File: src/rtl/branch_pkg.sv
// rtl/branch_pkg.sv - branch op codes, 2-bit counter states and saturating update helper
package branch_pkg;

    localparam logic [4:0] BR_NONE = 5'b00000;
    localparam logic [4:0] BR_BEQ  = 5'b01000;
    localparam logic [4:0] BR_BNE  = 5'b01001;
    localparam logic [4:0] BR_BLT  = 5'b01100;
    localparam logic [4:0] BR_BGE  = 5'b01101;
    localparam logic [4:0] BR_BLTU = 5'b01110;
    localparam logic [4:0] BR_BGEU = 5'b01111;
    localparam logic [4:0] BR_JUMP = 5'b11111;

    typedef enum logic [1:0] {
        SNT = 2'b00,
        WNT = 2'b01,
        WT  = 2'b10,
        ST  = 2'b11
    } ctr_e;

    // Saturating 2-bit counter step: toward ST when taken, toward SNT otherwise.
    function automatic logic [1:0] ctr_next(input logic [1:0] ctr, input logic taken);
        logic [1:0] res;
        if (taken) begin
            res = (ctr == ST) ? ST : ctr + 2'd1;
        end else begin
            res = (ctr == SNT) ? SNT : ctr - 2'd1;
        end
        return res;
    endfunction

endpackage

File: src/rtl/bht_2bit.sv
// rtl/bht_2bit.sv - 2-bit saturating counter table, async read, sync update, async reset
module bht_2bit
    import branch_pkg::*;
#(
    parameter int         DEPTH    = 64,
    parameter logic [1:0] CTR_INIT = 2'b01,
    localparam int        IDX      = $clog2(DEPTH)
) (
    input  logic           clk,
    input  logic           rst_n,
    input  logic [IDX-1:0] rd_idx,
    output logic [1:0]     rd_ctr,
    input  logic           wr_en,
    input  logic [IDX-1:0] wr_idx,
    input  logic           wr_taken
);

    logic [1:0] mem [DEPTH];

    // Read is purely combinational; a same-cycle write is only visible after the edge.
    assign rd_ctr = mem[rd_idx];

    // Counter update at the clock edge; reset returns every entry to CTR_INIT.
    always_ff @(posedge clk or negedge rst_n) begin
        if (!rst_n) begin
            for (int i = 0; i < DEPTH; i++) begin
                mem[i] <= CTR_INIT;
            end
        end else if (wr_en) begin
            mem[wr_idx] <= ctr_next(mem[wr_idx], wr_taken);
        end
    end

endmodule

File: src/rtl/branch_predict_resolve.sv
// rtl/branch_predict_resolve.sv - EX branch resolve, BHT predictor, redirect; option macro BRANCH_PERF_EN
module branch_predict_resolve
    import branch_pkg::*;
#(
    parameter int         XLEN      = 32,
    parameter int         BHT_DEPTH = 64,
    parameter logic [1:0] CTR_INIT  = 2'b01
) (
    input  logic            clk,
    input  logic            rst_n,
    input  logic [XLEN-1:0] if_pc,
    output logic            if_pred_taken,
    input  logic            ex_valid,
    input  logic            ex_flush,
    input  logic [4:0]      ex_brop,
    input  logic [XLEN-1:0] ex_rs1,
    input  logic [XLEN-1:0] ex_rs2,
    input  logic [XLEN-1:0] ex_pc,
    input  logic [XLEN-1:0] ex_target,
    input  logic            ex_pred_taken,
    output logic            ex_taken,
    output logic            redirect_valid,
    output logic [XLEN-1:0] redirect_pc,
    output logic [31:0]     perf_branches,
    output logic [31:0]     perf_mispred
);

    localparam int IDX = $clog2(BHT_DEPTH);

    logic            is_cond;
    logic            is_jump;
    logic            cond_taken;
    logic            qual;
    logic            mispred;
    logic            redirect_next;
    logic [XLEN-1:0] next_pc;
    logic [1:0]      rd_ctr;

    // Decode the branch op and evaluate the rs1 OP rs2 compare; unknown codes behave as none.
    always_comb begin
        is_cond    = 1'b0;
        is_jump    = 1'b0;
        cond_taken = 1'b0;
        case (ex_brop)
            BR_BEQ:  begin is_cond = 1'b1; cond_taken = (ex_rs1 == ex_rs2); end
            BR_BNE:  begin is_cond = 1'b1; cond_taken = (ex_rs1 != ex_rs2); end
            BR_BLT:  begin is_cond = 1'b1; cond_taken = ($signed(ex_rs1) <  $signed(ex_rs2)); end
            BR_BGE:  begin is_cond = 1'b1; cond_taken = ($signed(ex_rs1) >= $signed(ex_rs2)); end
            BR_BLTU: begin is_cond = 1'b1; cond_taken = (ex_rs1 <  ex_rs2); end
            BR_BGEU: begin is_cond = 1'b1; cond_taken = (ex_rs1 >= ex_rs2); end
            BR_JUMP: is_jump = 1'b1;
            default: ;
        endcase
    end

    // The instruction behind a redirect is wrong-path shadow and must not act.
    assign qual          = ex_valid & ~ex_flush & ~redirect_valid;
    assign ex_taken      = qual & (is_jump | (is_cond & cond_taken));
    assign mispred       = qual & is_cond & (cond_taken ^ ex_pred_taken);
    assign redirect_next = mispred | (qual & is_jump);
    assign next_pc       = ex_taken ? ex_target : ex_pc + XLEN'(4);

    // One-cycle redirect pulse; the PC holds its last value while no redirect is pending.
    always_ff @(posedge clk or negedge rst_n) begin
        if (!rst_n) begin
            redirect_valid <= 1'b0;
            redirect_pc    <= '0;
        end else begin
            redirect_valid <= redirect_next;
            if (redirect_next) begin
                redirect_pc <= next_pc;
            end
        end
    end

    bht_2bit #(
        .DEPTH    (BHT_DEPTH),
        .CTR_INIT (CTR_INIT)
    ) u_bht (
        .clk      (clk),
        .rst_n    (rst_n),
        .rd_idx   (if_pc[IDX+1:2]),
        .rd_ctr   (rd_ctr),
        .wr_en    (qual & is_cond),
        .wr_idx   (ex_pc[IDX+1:2]),
        .wr_taken (cond_taken)
    );

    assign if_pred_taken = rd_ctr[1];

    // PC bits outside the index and the counter's low bit are deliberately ignored.
    logic unused_bits;
    assign unused_bits = ^{if_pc[XLEN-1:IDX+2], if_pc[1:0], rd_ctr[0]};

`ifdef BRANCH_PERF_EN
    logic [31:0] branches_q;
    logic [31:0] mispred_q;

    // Saturating event counters for qualified conditional branches and their mispredictions.
    always_ff @(posedge clk or negedge rst_n) begin
        if (!rst_n) begin
            branches_q <= '0;
            mispred_q  <= '0;
        end else begin
            if (qual && is_cond && branches_q != 32'hFFFF_FFFF) begin
                branches_q <= branches_q + 32'd1;
            end
            if (mispred && mispred_q != 32'hFFFF_FFFF) begin
                mispred_q <= mispred_q + 32'd1;
            end
        end
    end

    assign perf_branches = branches_q;
    assign perf_mispred  = mispred_q;
`else
    assign perf_branches = '0;
    assign perf_mispred  = '0;
`endif

endmodule

File: config.mk
export PLATFORM = sky130hd
export DESIGN_NAME = branch_predict_resolve
export DESIGN_NICKNAME = d
export VERILOG_FILES = /design/src/rtl/branch_pkg.sv /design/src/rtl/bht_2bit.sv /design/src/rtl/branch_predict_resolve.sv
export SDC_FILE = /design/constraint.sdc
export NUM_CORES = 1
export LEC_CHECK = 0
export BUFFER_PORTS_ARGS = -buffer_cell sky130_fd_sc_hd__buf_4
export CAP_MARGIN = 30
export CORE_MARGIN = 2
export CORE_UTILIZATION = 35
export DETAILED_ROUTE_END_ITERATION = 8
export PLACE_DENSITY = 0.59
export SLEW_MARGIN = 30
export SYNTH_ARGS = -nofsm -noshare
export SYNTH_HDL_FRONTEND = slang
export SYNTH_HIERARCHICAL = 1
export SYNTH_SLANG_ARGS = --single-unit
File: constraint.sdc
create_clock -name clk -period 2.5 [get_ports clk]
set_input_delay 0.25 -clock clk [delete_from_list [all_inputs] [get_ports clk]]
set_output_delay 0.25 -clock clk [all_outputs]
set_load 0.1 [all_outputs]
==> metrics.csv <==
stage;metric;value;unit
cts;CTS HTree Levels;4;
placement;final HPWL from detailed placement;23.47;mm
synthesis;Mean Syn Cell Area;10.42;µm²
pwr;Clk network pwr share;30.1;%
worst_setup_path;worst reg2reg path startpoint;u_bht/mem[57];
detailed_routing;Final ANT Viol Nets;0;
layout;layout cells sized above 1;55.70;%
status;status;complete, but fails checks;
flow_run;Max Cap Viol;0;
timing;period utilization;117.6;%
cts;clk root buf;clkbuf_16;
layout;final std cells w/o fill;1767;
timing;Slew @ Worst Pin;0.7284;ns
floorplanning;Die X;177.4;µm
timing;Worst Slack Setup Final;-0.4401;ns
global_route;grt ovf;0;
placement;Post-Place Cell Area;13260;µm²
synthesis;Synth Cell Area;10530;µm²
worst_setup_path;setup slack, reg-to-reg;-0.36;ns
worst_setup_path;critical path capture point type;primary output;
cts;TritonCTS clock tree;done;
timing;RSZ-0062 raised after global routing;true;
pwr;P_sw;3739;µW
cts;Max clock buf depth;2;
worst_hold_path;min-delay src;ex_target[0];
floorplanning;Die ar.;31480;µm²
cts;total CTS buffers;17;
pwr;Net Sw Frac;41.12;%
timing;final setup skew;0.01258;ns
worst_setup_path;CP max FO;4;
pwr;Flop pwr share;32.1;%
worst_setup_path;Reg2Reg Depth;9;
floorplanning;DIE HEIGHT;177.4;µm
timing;Fmax;0.3401;GHz
pwr;cell leakage power;0.007110;µW
cts;Sink Count;161;
global_route;vias in the first global route;9680;
floorplanning;Core Region;29640;µm²
detailed_routing;Avg WL per Cell;20.39;µm
timing;worst rel slew slack;51.44;%
pwr;Gate power share;37.8;%
detailed_routing;vias per inst;5.252;
timing;final setup violation count;163;
synthesis;post-synthesis cell count;1010;
placement;number of port buffers;178;
layout;Layout fillers;2606;
timing;min cycle time layout;2.940;ns
worst_setup_path;worst setup path class;in2out;
layout;Diodes inserted;0;
cts;Reg clk slew, reported paths;0.07;ns
worst_setup_path;Req. time, crit path;2.25;ns
global_route;largest net degree at the start of global routing;70;
floorplanning;IO Count;269;
detailed_routing;drc violations;0;
detailed_routing;via count;9281;
timing;Total Neg Setup Slack;-49.66;ns
layout;Area Growth Syn to Fin;46.78;%
global_route;initial antenna violation count;0;
worst_setup_path;reg2reg end;u_bht/mem[125];
status;violated checks;negative setup slack;
pwr;Worst IR Drop VDD;0.4869;mV
placement;DP Cell Count;1682;
detailed_routing;TritonRoute pass-1 iters;6;
placement;Final Wtd Congestion;0.8663;
detailed_routing;DR iter-0 viols;788;
cts;worst skew pair latency;0.43;ns
pwr;Tot Pwr;9092;µW
worst_setup_path;Worst EP arrival;2.69;ns
detailed_routing;DRT Wirelength;36.03;mm
timing;Slew Viols, Final;0;
pwr;PwrDens;588.4;nW/µm²
worst_setup_path;startpoint types;input port;
pwr;Pint;5353;µW
global_route;Total GRT Usage;22.94;%
timing;final hold vios;0;
floorplanning;row cnt;63;
global_route;first-pass GRT wire length;55.06;mm
worst_hold_path;Worst Hold End;redirect_pc[0];
worst_hold_path;min-delay worst type;in2reg;
synthesis;synth warn;6;
floorplanning;Initial Util;35.52;%
worst_hold_path;hold path depth;2;
layout;design area;15450;µm²
layout;Final #Nets;1567;
[cell type report]
cell class,instances,area [µm²],share of cell area [%]
repair buffers,383,3593,23.26
clock inverters,14,172.7,1.117
inverters,46,193.9,1.255
flip-flops and latches,161,4109,26.59
multi-input cells,755,6466,41.85
clock buffers,18,429.2,2.777
well taps,390,488.0,3.158
[layout by cell type, fill, tap and decap left out, types with 29 or more instances in the layout]
cell	instances
mux2_2	79
dfrtp_1	97
inv_1	29
mux2_4	47
buf_6	32
mux4_2	32
buf_4	309
dfstp_2	64
o21ai_2	61
nand2_1	171
conb_1	64
[worst max path at each step]
stage	slack, ns	from	endpoint	cells after the start
2_1_floorplan	-0.32	ex_rs2[14]	redirect_pc[10]	13
3_3_place_gp	-0.71	ex_rs1[11]	redirect_pc[31]	12
3_5_place_dp	-0.72	ex_rs1[14]	redirect_pc[23]	11
4_1_cts	-0.42	u_bht/mem[63]	if_pred_taken	5
5_1_grt	-0.54	ex_rs2[21]	ex_taken	16
6_report	-0.44	ex_rs1[22]	ex_taken	15
[metal layers]
layer	part of all wire (%)	wire length [µm]	global-route usage [%]	up-vias
li1	-	-	-	4196
met1	40	14250	28.90	4571
met2	48	17340	38.71	435
met3	8.9	3207	4.692	79
met4	3.4	1233	8.504	0
met5	0	0	0	-
[sequential cells by signal (all words and copies together), names as in the netlist]
signal / cells
u_bht/mem: 128
redirect_pc: 32
redirect_valid: 1
[critical path, cell delays in order]
cell        delay [ns]
buf_4             0.12
ha_4              0.25
nand4_1           0.17
buf_4             0.19
buf_4             0.11
nor3_1            0.23
a21oi_2           0.13
o211ai_4          0.13
or3_4             0.17
nand3_4           0.10
o31ai_4           0.34
buf_12            0.15
buf_6             0.09
clkinvlp_4        0.08
buf_12            0.17
[through the flow]
stage / worst slack (ns) / utilization, % / hold WS, ns
after floorplan: -0.3188 / - / -0.04559
after global placement: -0.7055 / 44.74 / 0.3305
after detailed placement: -0.7201 / 44.74 / 0.3278
after CTS: -0.4205 / 52.26 / 0.07185
after global routing: -0.5367 / 52.14 / 0.07559
final: -0.4401 / 52.14 / 0.08702
[power groups by stage]
stage / Clock [µW] / Sequential [µW] / Combinational, µW
after floorplan: 0 / 4160 / 1070
after global placement: 0 / 2950 / 3030
after detailed placement: 0 / 2960 / 3040
after CTS: 2770 / 2920 / 3480
after global routing: 2880 / 2940 / 3570
final: 2730 / 2920 / 3440
[what timing repair did]
action / CTS / global route
pin swaps: 69 / 30
buffers inserted: 32 / 11
cloned: 23 / 1
endpoints found under the setup margin: 162 / 163
endpoints found under the hold margin: 44 / 0
gates resized for setup: 228 / 48
hold buffers: 1 / 0
No activity file was read; power rests on OpenSTA's default activity.
